File: src/rtl/load_store_unit_if.sv
//==============================================================================
// Module   : load_store_unit_if
// Brief    : Data-bus bundle between the load/store unit and its memory port.
// Revision : 1.0 - initial release
//==============================================================================
`default_nettype none

interface load_store_unit_if;
  logic        o_req;
  logic        o_we;
  logic [31:0] o_addr;
  logic [31:0] o_wdata;
  logic [3:0]  o_be;
  logic        i_ack;
  logic [31:0] i_rdata;

  modport master (
    output o_req, o_we, o_addr, o_wdata, o_be,
    input  i_ack, i_rdata
  );

  modport slave (
    input  o_req, o_we, o_addr, o_wdata, o_be,
    output i_ack, i_rdata
  );
endinterface

`default_nettype wire

File: src/rtl/load_store_unit.sv
//==============================================================================
// Module   : load_store_unit
// Brief    : Single-outstanding load/store stage with byte-lane formatting.
//            Optional macro MISALIGN_TRAP_EN turns misaligned accesses into traps.
// Revision : 1.0 - initial release
//==============================================================================
`default_nettype none

module load_store_unit (
  input  wire logic        i_clk,
  input  wire logic        i_rst_n,
  input  wire logic        i_ce,
  input  wire logic        i_opcode_load,
  input  wire logic        i_opcode_store,
  input  wire logic [2:0]  i_funct3,
  input  wire logic [31:0] i_addr,
  input  wire logic [31:0] i_store_data,
  input  wire logic [4:0]  i_rd_addr,
  input  wire logic        i_wr_en,
  input  wire logic [31:0] i_rd,
  output logic             o_stall,
  load_store_unit_if.master bus,
  output logic             o_ce,
  output logic [4:0]       o_rd_addr,
  output logic             o_wr_en,
  output logic [31:0]      o_rd,
  output logic [31:0]      o_mem_loaded,
  output logic             o_opcode_load,
  output logic             o_misaligned
);

  typedef enum logic [0:0] {IDLE = 1'b0, WAIT = 1'b1} state_t;

  state_t      state;
  state_t      next_state;
  logic        mem_op;
  logic        trap_hit;
  logic        accept_alu;
  logic        accept_mem;
  logic        accept_trap;
  logic        complete;
  logic        stall;

  logic [2:0]  funct3_q;
  logic [1:0]  offset_q;
  logic        is_load_q;
  logic        wr_en_q;
  logic [4:0]  rd_addr_q;
  logic [31:0] rd_q;

  logic [3:0]  store_be;
  logic [31:0] store_wdata;
  logic [31:0] shifted;
  logic [31:0] load_value;

  assign mem_op = i_opcode_load | i_opcode_store;

`ifdef MISALIGN_TRAP_EN
  assign trap_hit = (((i_funct3 == 3'b001) || (i_funct3 == 3'b101)) && i_addr[0])
                  || ((i_funct3 == 3'b010) && (i_addr[1:0] != 2'b00));
`else
  assign trap_hit = 1'b0;
`endif

  always_ff @(posedge i_clk) begin
    if (!i_rst_n) state <= IDLE;
    else          state <= next_state;
  end

  always_comb begin
    next_state  = state;
    stall       = 1'b0;
    accept_alu  = 1'b0;
    accept_mem  = 1'b0;
    accept_trap = 1'b0;
    complete    = 1'b0;
    case (state)
      IDLE: begin
        if (i_ce) begin
          if (!mem_op) begin
            accept_alu = 1'b1;
          end else if (trap_hit) begin
            accept_trap = 1'b1;
          end else begin
            accept_mem = 1'b1;
            stall      = 1'b1;
            next_state = WAIT;
          end
        end
      end
      WAIT: begin
        if (bus.i_ack) begin
          complete   = 1'b1;
          next_state = IDLE;
        end else begin
          stall = 1'b1;
        end
      end
      default: next_state = IDLE;
    endcase
  end

  assign o_stall = stall & i_rst_n;

  // Narrow stores are replicated across the word so the lane enables alone pick the target bytes.
  always_comb begin
    store_be    = 4'b1111;
    store_wdata = i_store_data;
    case (i_funct3[1:0])
      2'b00: begin
        store_be    = 4'b0001 << i_addr[1:0];
        store_wdata = {4{i_store_data[7:0]}};
      end
      2'b01: begin
        store_be    = 4'b0011 << i_addr[1:0];
        store_wdata = {2{i_store_data[15:0]}};
      end
      default: begin
        store_be    = 4'b1111;
        store_wdata = i_store_data;
      end
    endcase
  end

  always_comb begin
    shifted    = bus.i_rdata >> {offset_q, 3'b000};
    load_value = 32'd0;
    case (funct3_q)
      3'b000:  load_value = {{24{shifted[7]}}, shifted[7:0]};
      3'b001:  load_value = {{16{shifted[15]}}, shifted[15:0]};
      3'b010:  load_value = shifted;
      3'b100:  load_value = {24'd0, shifted[7:0]};
      3'b101:  load_value = {16'd0, shifted[15:0]};
      default: load_value = 32'd0;
    endcase
  end

  always_ff @(posedge i_clk) begin
    if (!i_rst_n) begin
      bus.o_req     <= 1'b0;
      bus.o_we      <= 1'b0;
      bus.o_addr    <= 32'd0;
      bus.o_wdata   <= 32'd0;
      bus.o_be      <= 4'd0;
      o_ce          <= 1'b0;
      o_rd_addr     <= 5'd0;
      o_wr_en       <= 1'b0;
      o_rd          <= 32'd0;
      o_mem_loaded  <= 32'd0;
      o_opcode_load <= 1'b0;
      funct3_q      <= 3'd0;
      offset_q      <= 2'd0;
      is_load_q     <= 1'b0;
      wr_en_q       <= 1'b0;
      rd_addr_q     <= 5'd0;
      rd_q          <= 32'd0;
    end else begin
      o_ce    <= 1'b0;
      o_wr_en <= 1'b0;
      if (accept_alu) begin
        o_ce          <= 1'b1;
        o_rd_addr     <= i_rd_addr;
        o_wr_en       <= i_wr_en;
        o_rd          <= i_rd;
        o_opcode_load <= 1'b0;
      end
      if (accept_trap) begin
        o_ce          <= 1'b1;
        o_rd_addr     <= i_rd_addr;
        o_rd          <= i_rd;
        o_opcode_load <= i_opcode_load;
      end
      if (accept_mem) begin
        bus.o_req   <= 1'b1;
        bus.o_we    <= ~i_opcode_load;
        bus.o_addr  <= {i_addr[31:2], 2'b00};
        bus.o_wdata <= store_wdata;
        bus.o_be    <= i_opcode_load ? 4'b1111 : store_be;
        funct3_q    <= i_funct3;
        offset_q    <= i_addr[1:0];
        is_load_q   <= i_opcode_load;
        wr_en_q     <= i_wr_en;
        rd_addr_q   <= i_rd_addr;
        rd_q        <= i_rd;
      end
      if (complete) begin
        bus.o_req     <= 1'b0;
        o_ce          <= 1'b1;
        o_rd_addr     <= rd_addr_q;
        o_rd          <= rd_q;
        o_opcode_load <= is_load_q;
        o_wr_en       <= is_load_q & wr_en_q;
        if (is_load_q) o_mem_loaded <= load_value;
      end
    end
  end

`ifdef MISALIGN_TRAP_EN
  always_ff @(posedge i_clk) begin
    if (!i_rst_n)                       o_misaligned <= 1'b0;
    else if (accept_trap)               o_misaligned <= 1'b1;
    else if (accept_alu || complete)    o_misaligned <= 1'b0;
  end
`else
  assign o_misaligned = 1'b0;
`endif

endmodule

`default_nettype wire

File: src/flat_wrapper.sv
// flat-port wrapper written by rule: the top's interface ports become plain ports
module load_store_unit_flat 
  (i_clk, i_rst_n, i_ce, i_opcode_load, i_opcode_store, i_funct3, i_addr, i_store_data, i_rd_addr, i_wr_en, i_rd, o_stall, o_ce, o_rd_addr, o_wr_en, o_rd, o_mem_loaded, o_opcode_load, o_misaligned, bus_o_req, bus_o_we, bus_o_addr, bus_o_wdata, bus_o_be, bus_i_ack, bus_i_rdata);
  load_store_unit_if bus_i ();
  input  wire logic i_clk;
  input  wire logic i_rst_n;
  input  wire logic i_ce;
  input  wire logic i_opcode_load;
  input  wire logic i_opcode_store;
  input  wire logic [2:0] i_funct3;
  input  wire logic [31:0] i_addr;
  input  wire logic [31:0] i_store_data;
  input  wire logic [4:0] i_rd_addr;
  input  wire logic i_wr_en;
  input  wire logic [31:0] i_rd;
  output logic o_stall;
  output logic o_ce;
  output logic [4:0] o_rd_addr;
  output logic o_wr_en;
  output logic [31:0] o_rd;
  output logic [31:0] o_mem_loaded;
  output logic o_opcode_load;
  output logic o_misaligned;
  output wire logic [$bits(bus_i.o_req)-1:0] bus_o_req;
  output wire logic [$bits(bus_i.o_we)-1:0] bus_o_we;
  output wire logic [$bits(bus_i.o_addr)-1:0] bus_o_addr;
  output wire logic [$bits(bus_i.o_wdata)-1:0] bus_o_wdata;
  output wire logic [$bits(bus_i.o_be)-1:0] bus_o_be;
  input wire logic [$bits(bus_i.i_ack)-1:0] bus_i_ack;
  input wire logic [$bits(bus_i.i_rdata)-1:0] bus_i_rdata;
  assign bus_o_req = bus_i.o_req;
  assign bus_o_we = bus_i.o_we;
  assign bus_o_addr = bus_i.o_addr;
  assign bus_o_wdata = bus_i.o_wdata;
  assign bus_o_be = bus_i.o_be;
  assign bus_i.i_ack = bus_i_ack;
  assign bus_i.i_rdata = bus_i_rdata;
  load_store_unit u_core (.i_clk(i_clk), .i_rst_n(i_rst_n), .i_ce(i_ce), .i_opcode_load(i_opcode_load), .i_opcode_store(i_opcode_store), .i_funct3(i_funct3), .i_addr(i_addr), .i_store_data(i_store_data), .i_rd_addr(i_rd_addr), .i_wr_en(i_wr_en), .i_rd(i_rd), .o_stall(o_stall), .bus(bus_i), .o_ce(o_ce), .o_rd_addr(o_rd_addr), .o_wr_en(o_wr_en), .o_rd(o_rd), .o_mem_loaded(o_mem_loaded), .o_opcode_load(o_opcode_load), .o_misaligned(o_misaligned));
endmodule
File: config.mk
export PLATFORM = sky130hd
export DESIGN_NAME = load_store_unit_flat
export DESIGN_NICKNAME = d
export VERILOG_FILES = /design/src/rtl/load_store_unit_if.sv /design/src/rtl/load_store_unit.sv /design/src/flat_wrapper.sv
export SDC_FILE = /design/constraint.sdc
export NUM_CORES = 1
export LEC_CHECK = 0
export ABC_CLOCK_PERIOD_IN_PS = 1900
export CAP_MARGIN = 20
export CORE_ASPECT_RATIO = 1.1
export CORE_MARGIN = 1.5
export CORE_UTILIZATION = 40
export CTS_CLUSTER_DIAMETER = 80
export CTS_CLUSTER_SIZE = 16
export DETAILED_ROUTE_END_ITERATION = 8
export GPL_TIMING_DRIVEN = 0
export HOLD_SLACK_MARGIN = 0.03
export PLACE_DENSITY = 0.73
export SYNTH_ARGS = -nofsm -noshare
export SYNTH_HDL_FRONTEND = slang
export SYNTH_SLANG_ARGS = --single-unit
File: constraint.sdc
create_clock -name i_clk -period 1.9 [get_ports i_clk]
set_input_delay 0.285 -clock i_clk [delete_from_list [all_inputs] [get_ports i_clk]]
set_output_delay 0.285 -clock i_clk [all_outputs]
set_load 0.03 [all_outputs]
# Word-level counts from Yosys, hierarchy flattened
# Index checks and enable logic that the tools add are counted.
classes:
  n_reduce_logical: 5
  bitwise: 6
  n_shift: 3
  n_mux: 24
  eq_ne: 5
op_table:
  columns: ["cell", "n"]
  rows:
  - ["$pmux W32 S5", 1]
  - ["$mux W32", 2]
  - ["$pmux W32 S2", 1]
  - ["$shr A32 B5 Y32", 1]
  - ["$mux W1", 15]
  - ["$mux W5", 2]
  - ["$pmux W4 S2", 1]
  - ["$eq A3 B3 Y1 const B", 2]
  - ["$mux W4", 1]
  - ["$shl A1 B2 Y4 const A", 1]
  - ["$shl A2 B2 Y4 const A", 1]
  - ["$eq A3 B1 Y1 const B", 1]
  - ["$eq A3 B2 Y1 const B", 1]
  - ["$logic_not A3 Y1", 1]
  - ["$not A1 Y1", 3]
  - ["$and A1 B1 Y1", 2]
  - ["$eq A2 B1 Y1 const B", 1]
  - ["$logic_not A2 Y1", 1]
  - ["$pmux W1 S2", 1]
  - ["$reduce_and A2 Y1", 1]
  - ["$reduce_bool A2 Y1", 1]
  - ["$reduce_or A2 Y1", 1]
  - ["$or A1 B1 Y1", 1]
totals:
  register_bits: 185
  word_cells: 61

# Depth between registers and ports, before layout
logic_depth:
  word_depth: 6
  mapped_depth: 7

# Least setup slack after synthesis
# No wires, ideal clock.
synth_timing:
  path_type: "input port to output port"
  start: "in i_rst_n"
  end: "out o_stall"
  required_ns: 1.615
  path_stages: 4
  arrival_time_ns: 1.768
  slack_ns: -0.153
  path_cell_list: "clkbuf_1 > clkbuf_1 > clkbuf_1 > a21boi_0"
synth_between:
  elab_chain_cells: 1
synth_rtl:
  columns: ["element", "line", "text"]
  rows:
  - ["start, declared", "flat_wrapper.sv:6", "input wire logic i_rst_n;"]
  - ["$and A1 B1 Y1", "load_store_unit.sv:103", "assign o_stall = stall & i_rst_n;"]
  - ["end, declared", "flat_wrapper.sv:16", "output logic o_stall;"]
# Every way passes these cells.

# Worst setup path in the final report
layout_timing:
  start: "reg u_core.offset_q[0]"
  end: "reg u_core.o_mem_loaded[23]"
layout_between:
  elab_chain_cells: 2
layout_rtl:
  columns: ["element", "line", "text"]
  rows:
  - ["start, declared", "load_store_unit.sv:45", "logic [1:0] offset_q;"]
  - ["start signal, assigned", "load_store_unit.sv:180", "offset_q <= i_addr[1:0];"]
  - ["$shr A32 B5 Y32", "load_store_unit.sv:126", "shifted = bus.i_rdata >> {offset_q, 3'b000};"]
  - ["$pmux W32 S5", "load_store_unit.sv:128", "case (funct3_q)"]
  - ["end signal, assigned", "load_store_unit.sv:193", "if (is_load_q) o_mem_loaded <= load_value;"]
  - ["end, declared", "load_store_unit.sv:27", "output logic [31:0] o_mem_loaded,"]
# Every way passes these cells.
# A chain may end at the register's enable or synchronous reset.

==> reports/summary.md <==
The run gives 0.406 as the initial cell density of the core. The antenna violation net count after detailed routing was 0. After detailed routing, the number of remaining DRC violations is 0.

After the first detailed-routing iteration, the DRC count stood at 496. The ratio of cells with drive above 1 in the final layout works out to 0.0936. For this run the aggregate overflow at the end of global routing stands at 0.

The run gives 17 as the TritonCTS buffer count. In this run the worst path has a maximum fanout of 10. The floorplan has 54 rows.

The die covers 21000 sq um. The register bit count reported by yosys works out to 185. Most common cell after layout, fill and taps aside: sky130_fd_sc_hd__clkdlybuf4s50_1.

Once detailed placement completed, the half-perimeter wirelength came to 19.2 mm. The flow ran to the end, and the final reports show no timing, DRC or antenna violations. The logs give 0.622 mV for the worst IR drop on VDD and 4070 sq um for the multi-input logic area. 287 I/O pins were placed. The number of vias per cell after detailed routing came out at 5.27. Global placement routability congestion: 0.858. The number of fillers in the final layout was 1754; the final routed wire length divided by cell count was 18.1 microns. Maximum clock path buffer count: 2. The later pin in the worst-skew pair is clocked with a latency of 440 ps. The part of the cycle the worst path needs was 0.980. The run gives 0.248 as the total global routing track utilization. In this run the number of H-tree levels came out at 4. The share of the yosys chip area belonging to registers came out at 0.460. The die is 138 microns wide.

The number of global-route vias before repair came out at 7418. The worst path needs 1860 ps of the cycle, external delays included. After synthesis, the mean cell area works out to 9.24 sq um.

The worst max-slew margin expressed relative to the limit is 0.540. The top cell types in the final layout, fill and taps aside, are sky130_fd_sc_hd__clkdlybuf4s50_1 (278), sky130_fd_sc_hd__nand2_1 (246), sky130_fd_sc_hd__dfxtp_1 (184), sky130_fd_sc_hd__a21boi_0 (92), sky130_fd_sc_hd__mux2i_1 (63). Entering global routing, the biggest net connects 19 pins. Depth of the worst register-to-register path: 7. The total area inside the core boundary comes to 19800 sq um. The dominant synthesized flop cell is sky130_fd_sc_hd__dfxtp_1. Max-cap violations in this run came to 0. CTS placed an instance of sky130_fd_sc_hd__clkbuf_16 at the clock tree root. The run gives 870 as the count of mapped cells out of synthesis. Hold repair after CTS inserted 0 buffers. The count of buffers added on input and output ports is 281. STA classifies the critical path endpoint as a flop.

Class of the tightest hold or removal check: input pin to flop. The worst setup path is launched from a flop. STA puts the critical path data required time at 2230 ps. The worst hold path stage count works out to 4.

The run gives 0.605 as the post-route core utilization. The final-layout setup total negative slack is 0 ps. The first global-routing pass estimated 40.5 mm of wire.

Compared with the post-synthesis result, the final layout area differs by 48.9%. The post-synthesis async set-or-reset flop share works out to 0. The run gives 0 as the final number of max-transition violations. The worst setup path is of the flop to flop kind. The clock transition at the registers of the reported paths was 80 ps; the power density normalized to cell area was 805 nW/um^2.

The overall die height is 152 microns. The number of antenna violations at the first check in global routing is 2, and the TritonCTS sink count is 185. For this run, the number of Yosys warnings is 0. The tools report the arrival time of data at the critical path endpoint as 2190 ps. Summing all flip-flop and latch instances after layout gives 3710 sq um. The via count of the routed design is 7640, and the number of nets in the finished design is 1326. The number of hold-slack violations in the final timing report was 0. The area of the mapped netlist was 8040 sq um. Derived from the worst setup path, the maximum achievable clock frequency is 537 MHz.

The run gives 36 as the number of distinct standard cells referenced by the synthesized netlist. The final routed wirelength across all metal layers was 26.2 mm. TritonCTS built the clock tree. The number of flops mapped to enable cells by yosys is 0, and the length of the first detailed-routing pass in iterations is 5. The setup clock skew after layout was 11.8 ps; the worst hold slack after final layout was 304 ps. The total setup violations reported at the end of the flow was 0. At the pin with the least slew margin, the transition time is 689 ps. The run gives 0.00497 uW as the leakage power.
-- area by class of cell --
type | instances | area share
diodes | 1 | 0.000209
plain buffers | 76 | 0.0326
clock buffers | 17 | 0.0355
clock inverters | 15 | 0.0118
inverters | 2 | 0.000627
multi-input cells | 607 | 0.340
flip-flops and latches | 185 | 0.310
well taps | 252 | 0.0263
repair buffers | 294 | 0.243
-- layer usage --
layer	up-vias	track usage	wire [microns]	part of all wire
li1	3665	-	-	-
met4	2	0.0858	541	0.021
met2	285	0.429	12900	0.49
met5	-	0	13	0.00050
met3	37	0.0556	1720	0.065
met1	3651	0.306	11100	0.42
-- path summary, 6_finish.rpt --
path / endpoint / slack (ps) / start
worst min-delay path: u_core.is_load_q / 300 / i_ce
worst max register to register: u_core.o_mem_loaded[23] / 40 / u_core.offset_q[0]
worst min register to register: u_core.bus.o_addr[2] / 460 / u_core.bus.o_addr[2]
worst max-delay path: u_core.o_mem_loaded[23] / 40 / u_core.offset_q[0]
-- power breakdown --
| group | switching [uW] | internal, uW | total [uW] |
|---|---|---|---|
| registers | 129 | 4090 | 4220 |
| logic | 1050 | 915 | 1960 |
| clock network | 1720 | 1740 | 3460 |
| total | 2900 | 6750 | 9640 |
-- cells in the mapped netlist (2+ instances only) --
master / number / area share
sky130_fd_sc_hd__nor2b_1: 13 / 0.010
sky130_fd_sc_hd__a221o_1: 6 / 0.0075
sky130_fd_sc_hd__and2_1: 11 / 0.0086
sky130_fd_sc_hd__buf_1: 5 / 0.0023
sky130_fd_sc_hd__o211a_1: 54 / 0.067
sky130_fd_sc_hd__buf_2: 9 / 0.0056
sky130_fd_sc_hd__mux4_1: 5 / 0.016
sky130_fd_sc_hd__nand2_1: 246 / 0.11
sky130_fd_sc_hd__a22oi_1: 8 / 0.0075
sky130_fd_sc_hd__nor2_1: 13 / 0.0061
sky130_fd_sc_hd__nand2b_1: 2 / 0.0016
sky130_fd_sc_hd__mux2_2: 7 / 0.0098
sky130_fd_sc_hd__a21oi_1: 2 / 0.0012
sky130_fd_sc_hd__buf_6: 2 / 0.0028
sky130_fd_sc_hd__dfxtp_1: 185 / 0.46
sky130_fd_sc_hd__a21boi_0: 93 / 0.087
sky130_fd_sc_hd__mux4_2: 3 / 0.0084
sky130_fd_sc_hd__a221o_2: 10 / 0.014
sky130_fd_sc_hd__a221oi_1: 8 / 0.0087
sky130_fd_sc_hd__nand3_1: 10 / 0.0062
sky130_fd_sc_hd__o21a_1: 2 / 0.0019
sky130_fd_sc_hd__o221a_2: 4 / 0.0056
sky130_fd_sc_hd__buf_4: 3 / 0.0028
sky130_fd_sc_hd__inv_1: 2 / 0.00093
sky130_fd_sc_hd__mux2i_1: 65 / 0.081
sky130_fd_sc_hd__o2bb2ai_1: 8 / 0.0087
sky130_fd_sc_hd__o21ai_0: 27 / 0.017
sky130_fd_sc_hd__clkbuf_1: 59 / 0.028
-- per-stage QoR --
stage | instance area [sq um] | instances | power [uW] | setup WS [ps]
finish | 12000 | 1449 | 9640 | 37.9
global route | 12000 | 1449 | 10000 | -19.3
CTS | 11900 | 1442 | 9680 | -36.1
detailed placement | 11200 | 1405 | 6220 | -1660
global placement | 11200 | 1405 | 6200 | -1660
floorplan | 8050 | 872 | 5300 | 61.8
-- state kept, by name, summed over array words and instances, names as in the netlist --
signal and flops:
u_core.bus.o_wdata 32, u_core.o_mem_loaded 32, u_core.o_rd 32, u_core.rd_q 32, u_core.bus.o_addr 30, u_core.o_rd_addr 5
u_core.rd_addr_q 5, u_core.bus.o_be 4, u_core.funct3_q 3, u_core.offset_q 2, u_core.bus.o_req 1, u_core.bus.o_we 1
u_core.is_load_q 1, u_core.o_ce 1, u_core.o_opcode_load 1, u_core.o_wr_en 1, u_core.state 1, u_core.wr_en_q 1
-- logic make-up after synthesis --
| logic type | after synthesis | share of synthesized area |
|---|---|---|
| and+or+nand+nor | 301 | 0.155 |
| AOI/OAI and AO/OA | 223 | 0.227 |
| muxes | 80 | 0.115 |
| other | 1 | 0.000466 |
| DFF | 185 | 0.460 |
| buffers and inverters | 80 | 0.0420 |
-- worst max-delay path: stages, from the launching register on --
cell and delay [ps]:
sky130_fd_sc_hd__dfxtp_1 360, sky130_fd_sc_hd__buf_6 170, sky130_fd_sc_hd__mux2i_4 270, sky130_fd_sc_hd__mux4_2 310, sky130_fd_sc_hd__nor4_4 50, sky130_fd_sc_hd__buf_4 160, sky130_fd_sc_hd__buf_4 150, sky130_fd_sc_hd__a221o_2 290
-- repair_timing --
| action | in CTS | in global routing |
|---|---|---|
| pin swaps | 1 | 1 |
| setup endpoints to repair | 180 | 77 |
| gates resized for setup | 37 | 36 |
| cloned | 0 | 1 |
| setup buffers | 5 | 7 |
No activity file was read; power rests on OpenSTA's default activity.
